<file path="src/rtl/int_res_copy_ctrl.sv">
// Strided block-copy initiator for int_res memory: one read per cycle, and returned
// data is written straight through to a destination address stream.
module int_res_copy_ctrl #(
  parameter int ADDR_W       = 16,
  parameter int DATA_W       = 32,
  parameter int LEN_W        = 16,
  parameter int READ_LATENCY = 1
) (
  input  logic              clk,
  input  logic              rst_n,
  input  logic              start,
  input  logic              abort,
  input  logic [ADDR_W-1:0] src_addr,
  input  logic [ADDR_W-1:0] dst_addr,
  input  logic [ADDR_W-1:0] src_stride,
  input  logic [ADDR_W-1:0] dst_stride,
  input  logic [LEN_W-1:0]  len,
  input  logic [1:0]        width,
  output logic              busy,
  output logic              done,
  output logic              rd_en,
  output logic [ADDR_W-1:0] rd_addr,
  output logic [1:0]        rd_data_width,
  input  logic [DATA_W-1:0] rd_data,
  output logic              wr_en,
  output logic              wr_chip_en,
  output logic [ADDR_W-1:0] wr_addr,
  output logic [DATA_W-1:0] wr_data,
  output logic [1:0]        wr_data_width
);

  localparam logic [1:0] SINGLE_WIDTH = 2'd0;

  typedef enum logic [1:0] {IDLE, COPY, DRAIN, DONE} state_e;

  state_e                  state_q, state_d;
  logic [ADDR_W-1:0]       rd_addr_q, rd_addr_d;
  logic [ADDR_W-1:0]       wr_addr_q, wr_addr_d;
  logic [ADDR_W-1:0]       src_stride_q, src_stride_d;
  logic [ADDR_W-1:0]       dst_stride_q, dst_stride_d;
  logic [LEN_W-1:0]        rd_left_q, rd_left_d;
  logic [LEN_W-1:0]        wr_left_q, wr_left_d;
  logic [1:0]              width_q, width_d;
  // vld_q[i] set means a read issued i cycles ago is still owed a write
  logic [READ_LATENCY:1]   vld_q, vld_d;
  logic                    active;

  assign active = (state_q == COPY) || (state_q == DRAIN);

  always_comb begin
    state_d      = state_q;
    rd_addr_d    = rd_addr_q;
    wr_addr_d    = wr_addr_q;
    src_stride_d = src_stride_q;
    dst_stride_d = dst_stride_q;
    rd_left_d    = rd_left_q;
    wr_left_d    = wr_left_q;
    width_d      = width_q;

    rd_en = (state_q == COPY) && !abort;
    wr_en = active && vld_q[READ_LATENCY] && !abort;

    vld_d[1] = rd_en;
    for (int i = 2; i <= READ_LATENCY; i++) vld_d[i] = vld_q[i-1];

    case (state_q)
      IDLE: begin
        if (start) begin
          rd_addr_d    = src_addr;
          wr_addr_d    = dst_addr;
          src_stride_d = src_stride;
          dst_stride_d = dst_stride;
          rd_left_d    = len;
          wr_left_d    = len;
          width_d      = width;
          state_d      = (len == '0) ? DONE : COPY;
        end
      end
      COPY: begin
        if (abort) state_d = DONE;
        else begin
          rd_addr_d = rd_addr_q + src_stride_q;
          rd_left_d = rd_left_q - LEN_W'(1);
          if (rd_left_q == LEN_W'(1)) state_d = DRAIN;
        end
      end
      DRAIN: begin
        if (abort) state_d = DONE;
        else if (wr_en && wr_left_q == LEN_W'(1)) state_d = DONE;
      end
      default: state_d = IDLE;
    endcase

    if (wr_en) begin
      wr_addr_d = wr_addr_q + dst_stride_q;
      wr_left_d = wr_left_q - LEN_W'(1);
    end
    // abort drops whatever is still in flight
    if (active && abort) vld_d = '0;
  end

  always_ff @(posedge clk or negedge rst_n) begin
    if (!rst_n) begin
      state_q      <= IDLE;
      rd_addr_q    <= '0;
      wr_addr_q    <= '0;
      src_stride_q <= '0;
      dst_stride_q <= '0;
      rd_left_q    <= '0;
      wr_left_q    <= '0;
      width_q      <= SINGLE_WIDTH;
      vld_q        <= '0;
    end else begin
      state_q      <= state_d;
      rd_addr_q    <= rd_addr_d;
      wr_addr_q    <= wr_addr_d;
      src_stride_q <= src_stride_d;
      dst_stride_q <= dst_stride_d;
      rd_left_q    <= rd_left_d;
      wr_left_q    <= wr_left_d;
      width_q      <= width_d;
      vld_q        <= vld_d;
    end
  end

  assign busy          = (state_q != IDLE);
  assign done          = (state_q == DONE);
  assign wr_chip_en    = active;
  assign rd_addr       = rd_addr_q;
  assign wr_addr       = wr_addr_q;
  assign wr_data       = wr_en ? rd_data : '0;
  assign rd_data_width = busy ? width_q : SINGLE_WIDTH;
  assign wr_data_width = busy ? width_q : SINGLE_WIDTH;

endmodule

</file>
<file path="config.mk">
export PLATFORM = sky130hd
export DESIGN_NAME = int_res_copy_ctrl
export DESIGN_NICKNAME = d
export VERILOG_FILES = /design/src/rtl/int_res_copy_ctrl.sv
export SDC_FILE = /design/constraint.sdc
export NUM_CORES = 1
export LEC_CHECK = 0
export ABC_AREA = 1
export CORE_AREA = 2 2 124 126
export CTS_CLUSTER_SIZE = 14
export DETAILED_ROUTE_END_ITERATION = 16
export DIE_AREA = 0 0 126 128
export PLACE_DENSITY = 0.8
export SETUP_SLACK_MARGIN = 0.02
export SYNTH_ARGS = -nofsm -noshare
export SYNTH_HDL_FRONTEND = slang
export SYNTH_SLANG_ARGS = --single-unit
</file>
<file path="constraint.sdc">
create_clock -name clk -period 5.3 [get_ports clk]
set_input_delay 0.53 -clock clk [delete_from_list [all_inputs] [get_ports clk]]
set_output_delay 0.53 -clock clk [all_outputs]
set_load 0.05 [all_outputs]
</file>
==> results.json, run 1 <==
{
  "grt_pass1_wl_mm": 33.2,
  "numCtsBuffers": 9,
  "start_kind": "flip-flop",
  "rsz0062_at_grt": "false",
  "initial_utilization_pct": 49.0,
  "slew_viol_final": 0,
  "post_cts_buffers": 0,
  "power.total_w": 0.00620,
  "finalSetupTns_ns": 0,
  "setup-violations-final": 0,
  "grt_max_degree": 63,
  "track_usage_pct": 25.1,
  "fmax_ghz": 0.294,
  "grt_antenna_before_repair": 0,
  "fin_crit_ns": 3.40,
  "io_pins": 191,
  "cts-resized-gates": 0,
  "fin_crit_sh_pct": 64.1,
  "power.density_nw_per_um2": 646,
  "end_kind": "output pin",
  "synthAdderAreaFrac_pct": 7.07,
  "synth_top_family_by_area": "simple AND/OR/NAND/NOR gates",
  "cp_num_buf_inv": 4,
  "final.setup_skew_ns": 0.00729,
  "syn-num-nets": 1285,
  "syn_avg_cell_area_sq_um": 6.47,
  "core_area_sq_um": 14900,
  "drv_cap": 0,
  "clockBufferDepth": 2,
  "vias_per_cell": 5.05,
  "fin_util_pct": 64.5,
  "gr-total-overflow": 0,
  "diodes": 0,
  "synth_mux_area_share_pct": 0,
  "setup.worst_path.class": "reg2out",
  "wl_per_cell_um": 13.5,
  "yosysWarningCount": 0,
  "max_stage_delay_ns": 0.85,
  "hold_violations": 0,
  "die_y_um": 128,
  "cts_tree": "done",
  "critPathRequiredTime_ns": 4.77,
  "final_nets": 1455,
  "syn_area_sq_um": 7290,
  "dr.pass1.iters": 6,
  "grt_pass1_vias": 7168,
  "synth_compound_area_share_pct": 8.92,
  "io_buffers": 190,
  "layout-drive-gt1-share_pct": 2.69,
  "slew_headroom_pct": 47.1,
  "cpLargestDelayFamily": "buffers and inverters",
  "htreeDepth": 3,
  "synthDistinctLibCells": 38,
  "die_area_sq_um": 16100,
  "vias": 7523,
  "crit_path_cell_trace": "inv_1 -> ha_1 -> buf_4 -> inv_2 -> nor2_1 -> clkdlybuf4s50_1",
  "synthXorXnorAreaFrac_pct": 2.52,
  "ir_drop_uv": 387,
  "dp_hpwl_mm": 14.8,
  "arrival_ns": 2.87,
  "ant_nets": 0,
  "core.rowCount": 45,
  "initialDrtViolationCount": 511,
  "tightest_slew_ns": 0.793,
  "drt_wl_total_mm": 20.0,
  "yosysSeqAreaShare_pct": 34.7,
  "die_width_um": 126,
  "gp_congestion": 0.933,
  "areaGrowthSynthToFinish_pct": 31.6,
  "path_max_fanout": 44,
  "holdBufCountCts": 0,
  "syn_inst": 1127,
  "outcome": "finished, final reports clean",
  "cpMaxStageDelayCell": "clkdlybuf4s50_1",
  "power_leakage_nw": 4.97,
  "yosys.area_share.simple_pct": 35.9,
  "cts-root-buf": "clkbuf_16",
  "clkSinkCount": 101,
  "clk_latency_ns": 0.35,
  "hold_class": "in2async",
  "drt_drc_violations_left": 0,
  "synth_seq_cells": 101,
  "path_clk_slew_ns": 0.07
}
==> layout by cell type, fill, tap and decap left out, types with 6 or more instances in the layout <==
cell / instances
clkdlybuf4s50_1: 189
nand2_1: 398
inv_1: 160
o21ai_1: 11
nor3_1: 12
nand3_1: 69
ha_1: 38
xor2_1: 17
nand4_1: 6
a21oi_1: 41
o211ai_1: 11
dfrtp_1: 101
nor2_1: 145
o21ai_0: 44
clkbuf_16: 9
==> routing by layer <==
metal | global-route usage (%) | part of all wire, % | vias up
met5 | 0 | 0 | -
met4 | 10.3 | 2.8 | 0
met3 | 4.17 | 5.9 | 42
met2 | 41.2 | 46 | 242
met1 | 33.0 | 45 | 3399
li1 | - | - | 3840
==> logic make-up (layout without fill, tap and decap cells) <==
kind of cell | Yosys count | count (layout)
and+or+nand+nor | 647 | 647
buffers and inverters | 199 | 373
AOI/OAI and AO/OA | 119 | 119
DFF | 101 | 101
adders and majority gates | 40 | 40
xor gates and xnor gates | 21 | 21
==> final cells by class <==
class / count / area, sq um
inverter: 164 / 616
clock buffer: 11 / 243
tap: 188 / 235
multi-input combinational: 827 / 3970
sequential: 101 / 2530
timing repair buffer: 194 / 1930
clock inverter: 4 / 72.6
fill: 1348 / 5270
==> path summary, 6_finish.rpt <==
path	from	cells past startpoint	endpoint	slack [ns]
setup / recovery	state_q[1]	6	rd_en	1.90
hold / removal	rst_n	1	src_stride_q[10]	0.14
setup reg to reg	state_q[1]	10	rd_left_q[6]	2.16
hold reg to reg	dst_stride_q[9]	2	dst_stride_q[9]	0.49
max in group asynchronous	rst_n	2	dst_stride_q[3]	3.97
min in group clk	dst_stride_q[9]	2	dst_stride_q[9]	0.49
==> flip-flops by register name, indices dropped and copies added (netlist names) <==
| signal | flops |
|---|---|
| rd_left_q | 16 |
| wr_left_q | 16 |
| rd_addr | 16 |
| vld_q | 1 |
| width_q | 2 |
| dst_stride_q | 16 |
| wr_addr | 16 |
| state_q | 2 |
| src_stride_q | 16 |
==> report_power, final <==
group	switching, W	internal [W]
registers	0.000330	0.00116
clock network	0.000298	0.000424
logic	0.00261	0.00137
==> cell usage after synthesis <==
| cell | n | area (sq um) |
|---|---|---|
| nand3_1 | 69 | 345 |
| o22ai_1 | 3 | 18.8 |
| nand2_1 | 398 | 1490 |
| or2_2 | 2 | 12.5 |
| nand3b_1 | 3 | 22.5 |
| nor2_4 | 1 | 11.3 |
| fa_1 | 2 | 40.0 |
| clkbuf_1 | 12 | 45.0 |
| nor3_1 | 12 | 60.1 |
| xor2_1 | 17 | 149 |
| ha_1 | 38 | 475 |
| nand2_2 | 2 | 12.5 |
| buf_6 | 1 | 11.3 |
| o21ai_0 | 44 | 220 |
| o221ai_1 | 1 | 8.76 |
| nand3_2 | 1 | 10.0 |
| nor2_1 | 145 | 544 |
| nor4_1 | 1 | 6.26 |
| o21ai_1 | 11 | 55.1 |
| a32oi_1 | 1 | 8.76 |
| o211ai_1 | 11 | 82.6 |
| inv_1 | 160 | 601 |
| a31o_2 | 1 | 8.76 |
| o311ai_0 | 1 | 8.76 |
| a22oi_1 | 2 | 15.0 |
| nand4_1 | 6 | 37.5 |
| dfrtp_1 | 101 | 2530 |
| buf_4 | 5 | 37.5 |
| nand3b_4 | 1 | 20.0 |
| xnor2_1 | 4 | 35.0 |
| nand2_4 | 1 | 11.3 |
| and2_1 | 1 | 6.26 |
| or2_1 | 1 | 6.26 |
| buf_2 | 17 | 85.1 |
| inv_2 | 4 | 15.0 |
| a31oi_1 | 3 | 18.8 |
| nor2_2 | 3 | 18.8 |
| a21oi_1 | 41 | 205 |
==> stage by stage <==
stage               hold slack (ns)  cell area (sq um)  std cells  worst slack, ns
floorplan                     0.234               7290       1127             2.52
global placement              0.469               9280       1474             2.14
detailed placement            0.472               9280       1474             2.12
CTS                           0.167               9590       1489             1.92
global route                  0.194               9590       1489             1.71
finish                        0.143               9590       1489             1.90
==> worst register-to-register path, cell delays in order, from the launching register on <==
cell	delay, ns
dfrtp_1	0.41
inv_1	0.09
ha_1	0.14
buf_4	0.40
inv_2	0.37
o21ai_1	0.24
nand2_2	0.41
inv_2	0.60
o21ai_0	0.18
nand2_1	0.08
o21ai_0	0.07
(Power assumes the default switching activity.)
==> run 2, diff against run 1 <==
- CORE_AREA: 2 2 124 126 -> 2 2 131 133
- DIE_AREA: 0 0 126 128 -> 0 0 133 135
- PLACE_DENSITY: 0.8 -> 0.75
- clock period: 5.3 -> 3.1 ns (I/O delays scaled with it)
==> results.json, run 2 (synthesized netlist as in run 1, its figures left out) <==
{
  "outcome": "finished, final reports clean",
  "drv_cap": 0,
  "core.rowCount": 47,
  "hold_violations": 0,
  "finalSetupTns_ns": 0,
  "areaGrowthSynthToFinish_pct": 32.1,
  "hold_class": "in2reg",
  "slew_headroom_pct": 57.8,
  "power.density_nw_per_um2": 1100,
  "max_stage_delay_ns": 0.88,
  "initial_utilization_pct": 44.4,
  "start_kind": "flip-flop",
  "vias": 7631,
  "grt_pass1_wl_mm": 33.9,
  "slew_viol_final": 0,
  "die_area_sq_um": 18000,
  "cts-root-buf": "clkbuf_16",
  "min_from": "src_stride[7]",
  "grt_pass1_vias": 7069,
  "crit_path_cell_trace": "inv_1 -> ha_1 -> nor2_1 -> clkdlybuf4s50_1",
  "clkSinkCount": 101,
  "fin_crit_sh_pct": 86.7,
  "arrival_ns": 2.38,
  "grt_max_degree": 55,
  "clk_latency_ns": 0.36,
  "setup.worst_path.class": "reg2out",
  "vias_per_cell": 5.00,
  "tightest_slew_ns": 0.633,
  "path_max_fanout": 6,
  "track_usage_pct": 23.5,
  "r2r-start": "state_q[0]",
  "crit_start": "state_q[0]",
  "dp_hpwl_mm": 15.7,
  "wl_per_cell_um": 13.8,
  "power_leakage_nw": 5.07,
  "cts-resized-gates": 0,
  "fmax_ghz": 0.372,
  "die_width_um": 133,
  "gr-total-overflow": 0,
  "diodes": 0,
  "numCtsBuffers": 9,
  "initialDrtViolationCount": 511,
  "cts_tree": "done",
  "dr.pass1.iters": 5,
  "layout_commonest_cell": "nand2_1",
  "io_buffers": 190,
  "gp_congestion": 0.889,
  "path_clk_slew_ns": 0.07,
  "layout-drive-gt1-share_pct": 5.51,
  "die_y_um": 135,
  "ir_drop_uv": 710,
  "pre_cts_slack_ns": 0.757,
  "mostFrequentLayoutCells": "nand2_1 (398), inv_1 (160), clkdlybuf4s50_1 (155)",
  "core_area_sq_um": 16400,
  "final.setup_skew_ns": 0.00872,
  "end_kind": "output pin",
  "hold_ws_ns": 0.485,
  "htreeDepth": 3,
  "fill_cells": 1562,
  "fin_crit_ns": 2.69,
  "drt_drc_violations_left": 0,
  "drt_wl_total_mm": 21.0,
  "grt_antenna_before_repair": 0,
  "critPathRequiredTime_ns": 2.79,
  "setup_slack_ns": 0.412,
  "rsz0062_at_grt": "false",
  "ant_nets": 0,
  "setup-violations-final": 0,
  "cpMaxStageDelayCell": "clkdlybuf4s50_1",
  "final_nets": 1460,
  "clockBufferDepth": 2,
  "io_pins": 191
}
[run 2: changes by cell type in the layout (fill, tap and decap cells not counted), sizes merged]
| cell | previous run | this run |
|---|---|---|
| buf | 5 | 43 |
| clkbuf | 11 | 12 |
| clkdlybuf4s50 | 189 | 155 |
| dlygate4sd3 | 0 | 1 |
[run 2: metrics by stage]
| step | power [W] | instances | utilization (%) | instance area (sq um) |
|---|---|---|---|---|
| CTS | 0.0106 | 1527 | 58.7 | 9630 |
| global placement | 0.00921 | 1510 | 56.8 | 9310 |
| floorplan | 0.00754 | 1127 | - | 7290 |
| finish | 0.0106 | 1527 | 58.7 | 9630 |
| global route | 0.0116 | 1527 | 58.7 | 9630 |
| detailed placement | 0.00936 | 1510 | 56.8 | 9310 |
[run 2: report_power, final]
group	internal [W]	total, W	switching [W]
logic	0.00238	0.00687	0.00450
clock network	0.000708	0.00122	0.000516
registers	0.00197	0.00254	0.000567
total	0.00506	0.0106	0.00558
[run 2: path summary, 6_finish.rpt]
| kind | cells after the start | slack (ns) | end |
|---|---|---|---|
| worst max-delay path | 4 | 0.41 | rd_data_width[0] |
| worst min-delay path | 3 | 0.49 | src_stride_q[7] |
| worst max register to register | 9 | 0.74 | rd_left_q[6] |
| worst min register to register | 2 | 0.49 | wr_left_q[15] |
| max in group asynchronous | 3 | 1.88 | wr_left_q[13] |
| min in group asynchronous | 2 | 0.50 | rd_addr[14] |
[run 2: area by class of cell]
class	instances	area (sq um)	area share, %
clock buffers	12	236	2.46
repair buffers	199	1930	20.1
well taps	220	275	2.86
inverters	164	616	6.39
clock inverters	4	72.6	0.754
flip-flops and latches	101	2530	26.2
multi-input cells	827	3970	41.2
[run 2: metal layers]
| metal | track usage [%] | routed length (um) | vias up |
|---|---|---|---|
| met2 | 39.6 | 9710 | 252 |
| met3 | 4.54 | 1450 | 32 |
| met5 | 0 | 0 | - |
| met4 | 7.23 | 397 | 0 |
| met1 | 30.8 | 9470 | 3507 |
| li1 | - | - | 3840 |
[run 2: worst max-delay path, delay by kind of cell, from the launching register on]
family | cells | cell delay (ns)
DFF | 1 | 0.39
buffers and inverters | 2 | 0.96
adders and majority gates | 1 | 0.30
and+or+nand+nor | 1 | 0.36
[run 2: repair_timing]
item	4_1_cts	5_1_grt
endpoints found under the hold margin	11	0
setup endpoints to repair	0	0
hold buffers	1	0
setup buffers	0	0
==> run 3, diff against run 2 <==
- ABC_AREA: 1 -> default
- CORE_AREA: 2 2 131 133 -> 2 2 126 128
- DIE_AREA: 0 0 133 135 -> 0 0 128 130
- PLACE_DENSITY: 0.75 -> 0.76
- SLEW_MARGIN: default -> 20
==> results.json, run 3 <==
{
  "fin_crit_ns": 2.79,
  "critPathRequiredTime_ns": 2.79,
  "clkPwrFrac_pct": 10.4,
  "worstRegToRegCells": 8,
  "vias_per_cell": 5.55,
  "initialDrtViolationCount": 412,
  "numCtsBuffers": 9,
  "power_leakage_nw": 3.86,
  "htreeDepth": 3,
  "reg2reg_to": "wr_addr[15]",
  "cpMaxStageDelayCell": "or2_2",
  "syn-num-nets": 870,
  "crit_path_cell_trace": "inv_1 -> ha_1 -> nand2_1 -> or2_2 -> clkinv_1 -> buf_4 -> and2_1 -> buf_4",
  "grt_max_degree": 54,
  "core_area_sq_um": 15400,
  "outcome": "finished, final reports clean",
  "clkSinkCount": 101,
  "internal_power_w": 0.00560,
  "synth_edf_count": 0,
  "die_width_um": 128,
  "end_kind": "output pin",
  "drt_drc_violations_left": 0,
  "gr-total-overflow": 0,
  "clockBufferDepth": 2,
  "wl_per_cell_um": 16.7,
  "synth_commonest_cells": "dfrtp_1 (101), nand2_1 (67), o21ai_0 (58)",
  "setup.worst_path.class": "reg2out",
  "yosysSeqAreaShare_pct": 38.5,
  "synth-main-ff-cell": "dfrtp_1",
  "start_kind": "flip-flop",
  "areaGrowthSynthToFinish_pct": 36.0,
  "ir_drop_uv": 701,
  "core.rowCount": 46,
  "tightest_slew_ns": 0.791,
  "rsz0062_at_grt": "false",
  "arrival_ns": 2.48,
  "gp_congestion": 0.857,
  "die_y_um": 130,
  "setup_slack_ns": 0.309,
  "grt_pass1_wl_mm": 29.5,
  "syn_inst": 712,
  "pwr-share-seq_pct": 24.0,
  "layout-drive-gt1-share_pct": 13.7,
  "placed_area_sq_um": 8630,
  "synth_seq_cells": 101,
  "track_usage_pct": 22.1,
  "hold_violations": 0,
  "drv_cap": 0,
  "p_sw_w": 0.00526,
  "dr.pass1.iters": 5,
  "r2r-start": "wr_addr[1]",
  "pre_cts_slack_ns": 0.576,
  "fin_util_pct": 57.9,
  "die_area_sq_um": 16600,
  "yosysTopAreaCell": "dfrtp_1",
  "grt_pass1_vias": 5968,
  "power.density_nw_per_um2": 1220,
  "slew_headroom_pct": 46.9,
  "synth_area_leaders": "dfrtp_1 (39%), mux2_2 (7.4%), ha_1 (7.2%), o21ai_0 (4.4%), a21oi_1 (4.0%)",
  "hold_class": "in2async",
  "setup-violations-final": 0,
  "cts_tree": "done",
  "dp_hpwl_mm": 13.6,
  "fill_cells": 1415,
  "r2r_slack_ns": 0.55,
  "mostFrequentLayoutCells": "clkdlybuf4s50_1 (155), dfrtp_1 (101), nand2_1 (66)",
  "syn_avg_cell_area_sq_um": 9.22,
  "path_clk_slew_ns": 0.07,
  "fin_area_sq_um": 8930,
  "final_nets": 1052,
  "cpLargestDelayFamily": "buffers and inverters",
  "grt_antenna_before_repair": 0,
  "clk_latency_ns": 0.36,
  "cts-root-buf": "clkbuf_16",
  "dp_cells": 1074,
  "yosysMostFrequentCell": "dfrtp_1",
  "synth.top_cell.area_share_pct": 38.5,
  "max_stage_delay_ns": 0.43,
  "yosysWarningCount": 0,
  "io_pins": 191,
  "io_buffers": 190,
  "slew_viol_final": 0,
  "instances_no_fill": 1091,
  "ys_async_sr_fraction_pct": 100,
  "finalSetupTns_ns": 0,
  "diodes": 0,
  "path_max_fanout": 41,
  "p_comb_share_pct": 65.6,
  "cp_num_buf_inv": 4,
  "syn_area_sq_um": 6560,
  "layout_commonest_cell": "clkdlybuf4s50_1",
  "vias": 6057,
  "initial_utilization_pct": 42.5,
  "final.setup_skew_ns": 0.00979,
  "fin_crit_sh_pct": 90.0,
  "synthDistinctLibCells": 62,
  "drt_wl_total_mm": 18.2,
  "swShare_pct": 48.4,
  "fmax_ghz": 0.358,
  "crit_top_cell": "buf_4",
  "ant_nets": 0
}
run 3: changes by cell type in the layout (fill, tap and decap cells not counted), sizes merged, moves of 12 or more:
cell   change
inv      -149
o22ai     +14
a21o      +15
mux2i     +23
nand2    -334
a21oi     +12
mux2      +43
and2      +31
nand3     -50
nor2     -105
run 3: area by class of cell:
cell class | instances | area (sq um) | share of cell area, %
sequential | 101 | 2530 | 28.3
clock inverter | 3 | 18.8 | 0.210
inverter | 16 | 60.1 | 0.673
clock buffer | 13 | 270 | 3.03
timing repair buffer | 204 | 1960 | 22.0
multi-input combinational | 562 | 3850 | 43.1
tap | 192 | 240 | 2.69
run 3: how the worst max path moves through the flow:
stage               cells after the start  slack, ns  startpoint       endpoint
finish                                  8       0.31  state_q[0]     wr_data[9]
global route                            8       0.17  state_q[0]     wr_data[6]
CTS                                     8       0.30  state_q[0]    wr_data[31]
detailed placement                      8       0.58  wr_addr[1]    wr_addr[15]
global placement                        7       0.60       abort  wr_left_q[14]
floorplan                               9       0.23  state_q[0]     wr_data[0]
run 3: stage by stage:
stage / hold slack [ns] / total power [W]
final: 0.508 / 0.0109
after global routing: 0.532 / 0.0117
after CTS: 0.505 / 0.0109
after detailed placement: 0.384 / 0.00969
after global placement: 0.390 / 0.00954
after floorplan: 0.0144 / 0.00777
run 3: logic make-up after synthesis:
group | after synthesis | share of synthesized area [%]
flip-flops | 101 | 38.5
AND/OR/NAND/NOR | 230 | 17.6
buffers and inverters | 49 | 2.96
multiplexers | 66 | 10.9
AO/OA/AOI/OAI | 205 | 19.4
adder cells (fa/ha/maj) | 40 | 7.86
XOR/XNOR | 21 | 2.80
run 3: repair_timing:
action	4_1_cts	5_1_grt
hold buffers	1	0
gates resized for setup	0	0
endpoints found under the hold margin	6	0
buffers inserted	0	0
run 3: metal layers:
layer / track usage [%] / vias to the layer above / wire, um
met3: 5.62 / 27 / 1210
met2: 36.4 / 207 / 8670
met1: 28.7 / 2864 / 7990
li1: - / 2959 / -
met5: 0 / - / 0
met4: 6.98 / 0 / 335
run 3: power by group through the flow:
stage	logic [W]	clock network [W]	registers, W
global placement	0.00694	0	0.00260
floorplan	0.00457	0	0.00320
finish	0.00712	0.00113	0.00261
global route	0.00782	0.00120	0.00272
detailed placement	0.00707	0	0.00262
CTS	0.00711	0.00115	0.00260
run 3: worst reg2reg max path, stage by stage (launching register included):
cell and delay (ns):
dfrtp_1 0.44, ha_1 0.34, a211oi_1 0.28, o21bai_1 0.18, a211oi_1 0.40, a21oi_1 0.19
o211a_1 0.26, mux2_2 0.26, a21oi_1 0.14
